**config.mk**
```make
export PLATFORM = sky130hd
export DESIGN_NAME = operand_forward_unit_flat
export DESIGN_NICKNAME = d
export VERILOG_FILES = /design/src/rtl/operand_forward_unit_if.sv /design/src/rtl/operand_forward_unit.sv /design/src/flat_wrapper.sv
export SDC_FILE = /design/constraint.sdc
export NUM_CORES = 1
export LEC_CHECK = 0
export ABC_AREA = 0
export CORE_UTILIZATION = 43
export DETAILED_ROUTE_END_ITERATION = 12
export PLACE_DENSITY = 0.85
export SYNTH_ARGS = -nofsm -noshare
export SYNTH_HDL_FRONTEND = slang
export SYNTH_SLANG_ARGS = --single-unit
```
**constraint.sdc**
```tcl
create_clock -name clk -period 4.88 [get_ports clk]
set_input_delay 1.464 -clock clk [delete_from_list [all_inputs] [get_ports clk]]
set_output_delay 1.464 -clock clk [all_outputs]
set_load 0.02 [all_outputs]
```
**src/rtl/operand_forward_unit_if.sv**
```systemverilog
// E-stage operand resolution bus: instruction/operand inputs from the core,
// resolved operands and hazard status back from the forwarding unit.
interface operand_forward_unit_if #(
  parameter int DATA_W  = 32,
  parameter int ADDR_W  = 5,
  parameter int NUM_SRC = 2,
  parameter int DEPTH   = 3,
  parameter int CNT_W   = 16
);
  localparam int SEL_W = $clog2(DEPTH+1);

  logic                        hold_all;
  logic                        flush_e;
  logic                        ex_valid;
  logic                        ex_regwrite;
  logic                        ex_is_load;
  logic [ADDR_W-1:0]           ex_rd;
  logic [DATA_W-1:0]           ex_result;
  logic [DATA_W-1:0]           mem_rdata;
  logic [NUM_SRC*ADDR_W-1:0]   rs_addr;
  logic [NUM_SRC*DATA_W-1:0]   rf_data;
  logic [NUM_SRC*DATA_W-1:0]   src_data;
  logic [NUM_SRC*SEL_W-1:0]    fwd_sel;
  logic                        stall_e;
  logic [CNT_W-1:0]            stall_count;

  modport master (
    output hold_all, flush_e, ex_valid, ex_regwrite, ex_is_load, ex_rd,
           ex_result, mem_rdata, rs_addr, rf_data,
    input  src_data, fwd_sel, stall_e, stall_count
  );

  modport slave (
    input  hold_all, flush_e, ex_valid, ex_regwrite, ex_is_load, ex_rd,
           ex_result, mem_rdata, rs_addr, rf_data,
    output src_data, fwd_sel, stall_e, stall_count
  );
endinterface

```
**src/rtl/operand_forward_unit.sv**
```systemverilog
// Operand forwarding + load-use hazard unit: DEPTH-slot writer shadow (slot0=M,
// slot1=W, slot2+=post-W) resolving NUM_SRC E-stage operands, with stall counter.
module ofu_lane #(
  parameter int DATA_W = 32,
  parameter int ADDR_W = 5,
  parameter int DEPTH  = 3,
  parameter int SEL_W  = 2
) (
  input  logic [ADDR_W-1:0]             rs,
  input  logic [DATA_W-1:0]             rf_data,
  input  logic [DEPTH-1:0]              slot_wr,
  input  logic [DEPTH-1:0]              slot_rdy,
  input  logic [DEPTH-1:0][ADDR_W-1:0]  slot_rd,
  input  logic [DEPTH-1:0][DATA_W-1:0]  slot_data,
  output logic [DATA_W-1:0]             src,
  output logic [SEL_W-1:0]              sel,
  output logic                          stall_req
);
  // Scan oldest to youngest so the youngest match is the one left standing.
  always_comb begin
    src       = rf_data;
    sel       = '0;
    stall_req = 1'b0;
    if (rs != '0) begin
      for (int k = DEPTH-1; k >= 0; k--) begin
        if (slot_wr[k] && slot_rd[k] == rs) begin
          sel       = SEL_W'(k+1);
          src       = slot_data[k];
          stall_req = ~slot_rdy[k];
        end
      end
    end
  end
endmodule

module operand_forward_unit #(
  parameter int DATA_W  = 32,
  parameter int ADDR_W  = 5,
  parameter int NUM_SRC = 2,
  parameter int DEPTH   = 3,
  parameter int CNT_W   = 16
) (
  input  logic                  clk,
  input  logic                  reset_n,
  operand_forward_unit_if.slave bus
);
  localparam int SEL_W = $clog2(DEPTH+1);

  typedef struct packed {
    logic              valid;
    logic              regwrite;
    logic [ADDR_W-1:0] rd;
    logic              ready;
    logic [DATA_W-1:0] data;
  } slot_t;

  slot_t [DEPTH-1:0]  slot_q, slot_d;
  logic  [CNT_W-1:0]  cnt_q, cnt_d;

  logic [DEPTH-1:0]              slot_wr, slot_rdy;
  logic [DEPTH-1:0][ADDR_W-1:0]  slot_rd;
  logic [DEPTH-1:0][DATA_W-1:0]  slot_data;

  logic [NUM_SRC-1:0][ADDR_W-1:0] rs_arr;
  logic [NUM_SRC-1:0][DATA_W-1:0] rf_arr, src_arr;
  logic [NUM_SRC-1:0][SEL_W-1:0]  sel_arr;
  logic [NUM_SRC-1:0]             stall_req;
  logic                           stall_e;

  always_comb begin
    for (int k = 0; k < DEPTH; k++) begin
      slot_wr[k]   = slot_q[k].valid & slot_q[k].regwrite;
      slot_rdy[k]  = slot_q[k].ready;
      slot_rd[k]   = slot_q[k].rd;
      slot_data[k] = slot_q[k].data;
    end
  end

  assign rs_arr = bus.rs_addr;
  assign rf_arr = bus.rf_data;

  for (genvar i = 0; i < NUM_SRC; i++) begin : g_lane
    ofu_lane #(.DATA_W(DATA_W), .ADDR_W(ADDR_W), .DEPTH(DEPTH), .SEL_W(SEL_W)) u_lane (
      .rs        (rs_arr[i]),
      .rf_data   (rf_arr[i]),
      .slot_wr   (slot_wr),
      .slot_rdy  (slot_rdy),
      .slot_rd   (slot_rd),
      .slot_data (slot_data),
      .src       (src_arr[i]),
      .sel       (sel_arr[i]),
      .stall_req (stall_req[i])
    );
  end

  // Only registered slot state feeds the stall, keeping ex_result/mem_rdata off this path.
  assign stall_e         = bus.ex_valid & ~bus.flush_e & (|stall_req);
  assign bus.stall_e     = stall_e;
  assign bus.src_data    = src_arr;
  assign bus.fwd_sel     = sel_arr;
  assign bus.stall_count = cnt_q;

  always_comb begin
    slot_d = slot_q;
    cnt_d  = cnt_q;
    if (!bus.hold_all) begin
      slot_d[0] = '0;
      if (bus.ex_valid && !bus.flush_e && !stall_e) begin
        slot_d[0].valid    = 1'b1;
        slot_d[0].regwrite = bus.ex_regwrite;
        slot_d[0].rd       = bus.ex_rd;
        slot_d[0].ready    = ~bus.ex_is_load;
        slot_d[0].data     = bus.ex_result;
      end
      // A pending load picks up its memory data on the way from M into W.
      slot_d[1] = slot_q[0];
      if (slot_q[0].valid && !slot_q[0].ready) begin
        slot_d[1].data  = bus.mem_rdata;
        slot_d[1].ready = 1'b1;
      end
      for (int k = 2; k < DEPTH; k++) slot_d[k] = slot_q[k-1];
      if (stall_e && cnt_q != '1) cnt_d = cnt_q + 1'b1;
    end
  end

  always_ff @(posedge clk or negedge reset_n) begin
    if (!reset_n) begin
      slot_q <= '0;
      cnt_q  <= '0;
    end else begin
      slot_q <= slot_d;
      cnt_q  <= cnt_d;
    end
  end
endmodule

```
**src/flat_wrapper.sv**
```systemverilog
// flat-port wrapper written by rule: the top's interface ports become plain ports
module operand_forward_unit_flat 
#(
  parameter int DATA_W  = 32,
  parameter int ADDR_W  = 5,
  parameter int NUM_SRC = 2,
  parameter int DEPTH   = 3,
  parameter int CNT_W   = 16
)
  (clk, reset_n, bus_hold_all, bus_flush_e, bus_ex_valid, bus_ex_regwrite, bus_ex_is_load, bus_ex_rd, bus_ex_result, bus_mem_rdata, bus_rs_addr, bus_rf_data, bus_src_data, bus_fwd_sel, bus_stall_e, bus_stall_count);
  operand_forward_unit_if #(.DATA_W(DATA_W), .ADDR_W(ADDR_W), .NUM_SRC(NUM_SRC), .DEPTH(DEPTH), .CNT_W(CNT_W)) bus_i ();
  input  logic clk;
  input  logic reset_n;
  input wire logic [$bits(bus_i.hold_all)-1:0] bus_hold_all;
  input wire logic [$bits(bus_i.flush_e)-1:0] bus_flush_e;
  input wire logic [$bits(bus_i.ex_valid)-1:0] bus_ex_valid;
  input wire logic [$bits(bus_i.ex_regwrite)-1:0] bus_ex_regwrite;
  input wire logic [$bits(bus_i.ex_is_load)-1:0] bus_ex_is_load;
  input wire logic [$bits(bus_i.ex_rd)-1:0] bus_ex_rd;
  input wire logic [$bits(bus_i.ex_result)-1:0] bus_ex_result;
  input wire logic [$bits(bus_i.mem_rdata)-1:0] bus_mem_rdata;
  input wire logic [$bits(bus_i.rs_addr)-1:0] bus_rs_addr;
  input wire logic [$bits(bus_i.rf_data)-1:0] bus_rf_data;
  output wire logic [$bits(bus_i.src_data)-1:0] bus_src_data;
  output wire logic [$bits(bus_i.fwd_sel)-1:0] bus_fwd_sel;
  output wire logic [$bits(bus_i.stall_e)-1:0] bus_stall_e;
  output wire logic [$bits(bus_i.stall_count)-1:0] bus_stall_count;
  assign bus_i.hold_all = bus_hold_all;
  assign bus_i.flush_e = bus_flush_e;
  assign bus_i.ex_valid = bus_ex_valid;
  assign bus_i.ex_regwrite = bus_ex_regwrite;
  assign bus_i.ex_is_load = bus_ex_is_load;
  assign bus_i.ex_rd = bus_ex_rd;
  assign bus_i.ex_result = bus_ex_result;
  assign bus_i.mem_rdata = bus_mem_rdata;
  assign bus_i.rs_addr = bus_rs_addr;
  assign bus_i.rf_data = bus_rf_data;
  assign bus_src_data = bus_i.src_data;
  assign bus_fwd_sel = bus_i.fwd_sel;
  assign bus_stall_e = bus_i.stall_e;
  assign bus_stall_count = bus_i.stall_count;
  operand_forward_unit #(.DATA_W(DATA_W), .ADDR_W(ADDR_W), .NUM_SRC(NUM_SRC), .DEPTH(DEPTH), .CNT_W(CNT_W)) u_core (.clk(clk), .reset_n(reset_n), .bus(bus_i));
endmodule
```
==> impl_metrics.yaml <==
hold_path:
  min_path_cells: 1
  min_from: "u_core.bus.stall_count[15]"
  hold_end: "u_core.bus.stall_count[15]"
  hold_class: "reg -> reg"
cts:
  ctsHoldBuffers: 0
  cts_tree: "yes"
  cts_root_buf: "clkbuf_16"
  h-tree-depth: 4
  cts_buffer_depth: 2
  clock_latency_ns: 0.42
  clock-sinks: 136
  cts_inserted_buffers: 17
  path_clk_slew_ns: 0.06
synth:
  synth_xor_area_frac: 0.0522
  synth_area_sq_mm: 0.00755
  synth_flop_cell: "dfrtp_1"
  yosys_warnings: 0
  synthMuxAreaShare: 0.114
  ys_seq_elements: 136
  syn_nets: 920
  synth_top_family_by_area: "compound AO/OA/AOI/OAI gates"
  synth_edf_count: 0
  yosysUniqueCellTypes: 41
  synth_top_area_frac: 0.451
  synthSimpleGateAreaFrac: 0.0927
  synth-compound-area-share: 0.254
  synth_fa_ha_area_frac: 0.00166
  avgSynthCellArea_sq_um: 9.81
  ys_top_cells_by_area: "dfrtp_1, o21ai_0, a221oi_1"
  synthArstFlopShare: 1.00
  synth_seq_area_share: 0.451
  synth_cells: 769
  synth_largest_area_cell: "dfrtp_1"
cells_and_area:
  drive_above_1_share: 0.307
  fillCellCount: 1264
  final_cell_mix: "clkdlybuf4s50_1, o21ai_0, dfrtp_1, nand2_1, buf_4"
  area_growth_pct: 56.6
  antenna_cells: 0
  final_common_cell: "clkdlybuf4s50_1"
  final_cell_area_sq_mm: 0.0118
  final_nets: 1189
setup_path:
  worstSetupStartpointType: "input port"
  crit_arrival_ns: 3.34
  reg2reg_setup_slack_ns: 2.17
  critPathMaxFanout: 8
  reg2reg_depth: 10
  required_ns: 3.42
  crit_type: "in -> out"
  rr_endpoint: "u_core.bus.stall_count[1]"
  cp-end-kind: "primary output"
  reg2reg_from: "u_core.slot_q[76]"
timing:
  min_period_over_period: 0.985
  maxSlewViolCount: 0
  final-hold-violation-count: 0
  period_minus_slack_ns: 4.80
  worst_pin_slew_ns: 1.02
  layout_setup_ws_ns: 0.0755
  fmax_ghz: 0.208
  finalClockSkew_ns: 0.0105
  rsz0062_at_grt: "true"
  setup_violations: 0
  maxSlewHeadroom: 0.323
  whs_ns: 0.498
power:
  ir_drop_v: 0.000247
  finalPower_mw: 3.18
  power.density_mw_per_mm2: 269
  p_leak_nw: 5.36
placement:
  post-place-ws_ns: -0.686
  dp_hpwl_um: 16500
  numPortBuffers: 234
  place_congestion: 0.873
  placed_area_sq_mm: 0.0105
floorplan:
  num_io_pins: 235
  die_w_um: 134
  start_util: 0.438
  die_height_um: 134
  dieArea_sq_mm: 0.0181
  rows: 48
  core_sq_mm: 0.0172
route:
  first_iter_violations: 589
  routed_wirelength_um: 26800
  first_pass_iters: 5
  num_vias: 7637
  ant_nets: 0
  wire_per_inst_um: 21.0
  viasPerCell: 5.99
  drcViolationCount: 0
run:
  maxCapViolations: 0
global_routing:
  overflow: 0
  grt_max_degree: 112
  grt_usage: 0.299
  antenna_found_initial: 0
  grt_pass1_vias: 7761
  grt_pass1_wl_um: 41400
run_status:
  run_status: "finished, final reports clean"
area by class of cell:
| type | count | area [sq um] | area share |
|---|---|---|---|
| timing repair buffer | 314 | 2970 | 0.251 |
| clock inverter | 13 | 169 | 0.0143 |
| sequential | 136 | 3400 | 0.288 |
| tap | 225 | 282 | 0.0238 |
| multi-input combinational | 569 | 4550 | 0.385 |
| clock buffer | 19 | 453 | 0.0383 |
repair_timing:
action	4_1_cts	5_1_grt
pin swaps	19	21
cloned	4	1
setup buffers	18	4
gates resized for setup	443	67
setup endpoints to repair	69	68
power by group:
part	internal, mW	switching [mW]	leakage [nW]
sequential	1.22	0.133	1.82
combinational	0.261	0.222	3.24
clock	0.836	0.507	0.304
total	2.32	0.862	5.36
cells in the mapped netlist (2+ instances only):
master / instances
o21ai_0: 167
o211a_1: 2
a22o_1: 38
clkbuf_1: 55
and3_1: 8
nand4_1: 3
and4_1: 2
o2111ai_1: 6
mux2i_1: 32
mux2_2: 48
buf_1: 3
buf_6: 2
nand2_1: 105
dfrtp_1: 136
nor3_1: 8
xor2_1: 18
nor2_1: 12
xnor2_1: 27
o21a_1: 2
buf_2: 3
o21ai_1: 3
nor3_4: 2
a221oi_1: 64
o31ai_1: 3
nand3_1: 4
worst max path at each step:
stage                    from               end  slack (ns)
6_report       bus_rs_addr[6]  bus_src_data[62]        0.08
2_1_floorplan  bus_rs_addr[6]  bus_src_data[54]        0.19
5_1_grt        bus_rs_addr[6]  bus_src_data[61]       -0.05
3_5_place_dp   bus_rs_addr[5]  bus_src_data[42]       -0.69
3_3_place_gp   bus_rs_addr[5]  bus_src_data[42]       -0.64
4_1_cts        bus_rs_addr[9]  bus_src_data[58]       0.001
per-layer routing:
metal	vias up	share of wire	wire length, um	GRT usage
li1	3437	-	-	-
met1	3771	0.40	10800	0.370
met2	357	0.50	13500	0.503
met3	72	0.064	1710	0.0631
met4	0	0.031	843	0.132
met5	-	0	0	0
sequential cells by signal, indices dropped and copies added, names as in the netlist:
name                    flops
u_core.slot_data           96
u_core.bus.stall_count     16
u_core.slot_q              24
cells by family (layout without fill, tap and decap cells):
logic type,after synthesis,after routing
AOI/OAI and AO/OA,291,291
xor gates and xnor gates,45,45
adders and majority gates,1,1
buffers and inverters,64,346
DFF,136,136
muxes,80,80
and+or+nand+nor,152,152
critical path, cell delays in order:
cell and delay (ns):
clkdlybuf4s15_1 0.21, buf_6 0.15, xnor2_2 0.13, nor3b_4 0.16
buf_6 0.13, buf_4 0.14, o31ai_4 0.30, buf_4 0.20
buf_16 0.13, nand2_1 0.05, o21ai_0 0.07, buf_2 0.20
through the flow:
step,TNS [ns],cells,util
2_1_floorplan,0,769,-
3_3_place_gp,-38.79,1218,0.609
3_5_place_dp,-42.09,1218,0.609
4_1_cts,0,1272,0.676
5_1_grt,-0.102,1276,0.686
6_report,0,1276,0.686
Note: power is estimated with default switching activity, not from simulation.
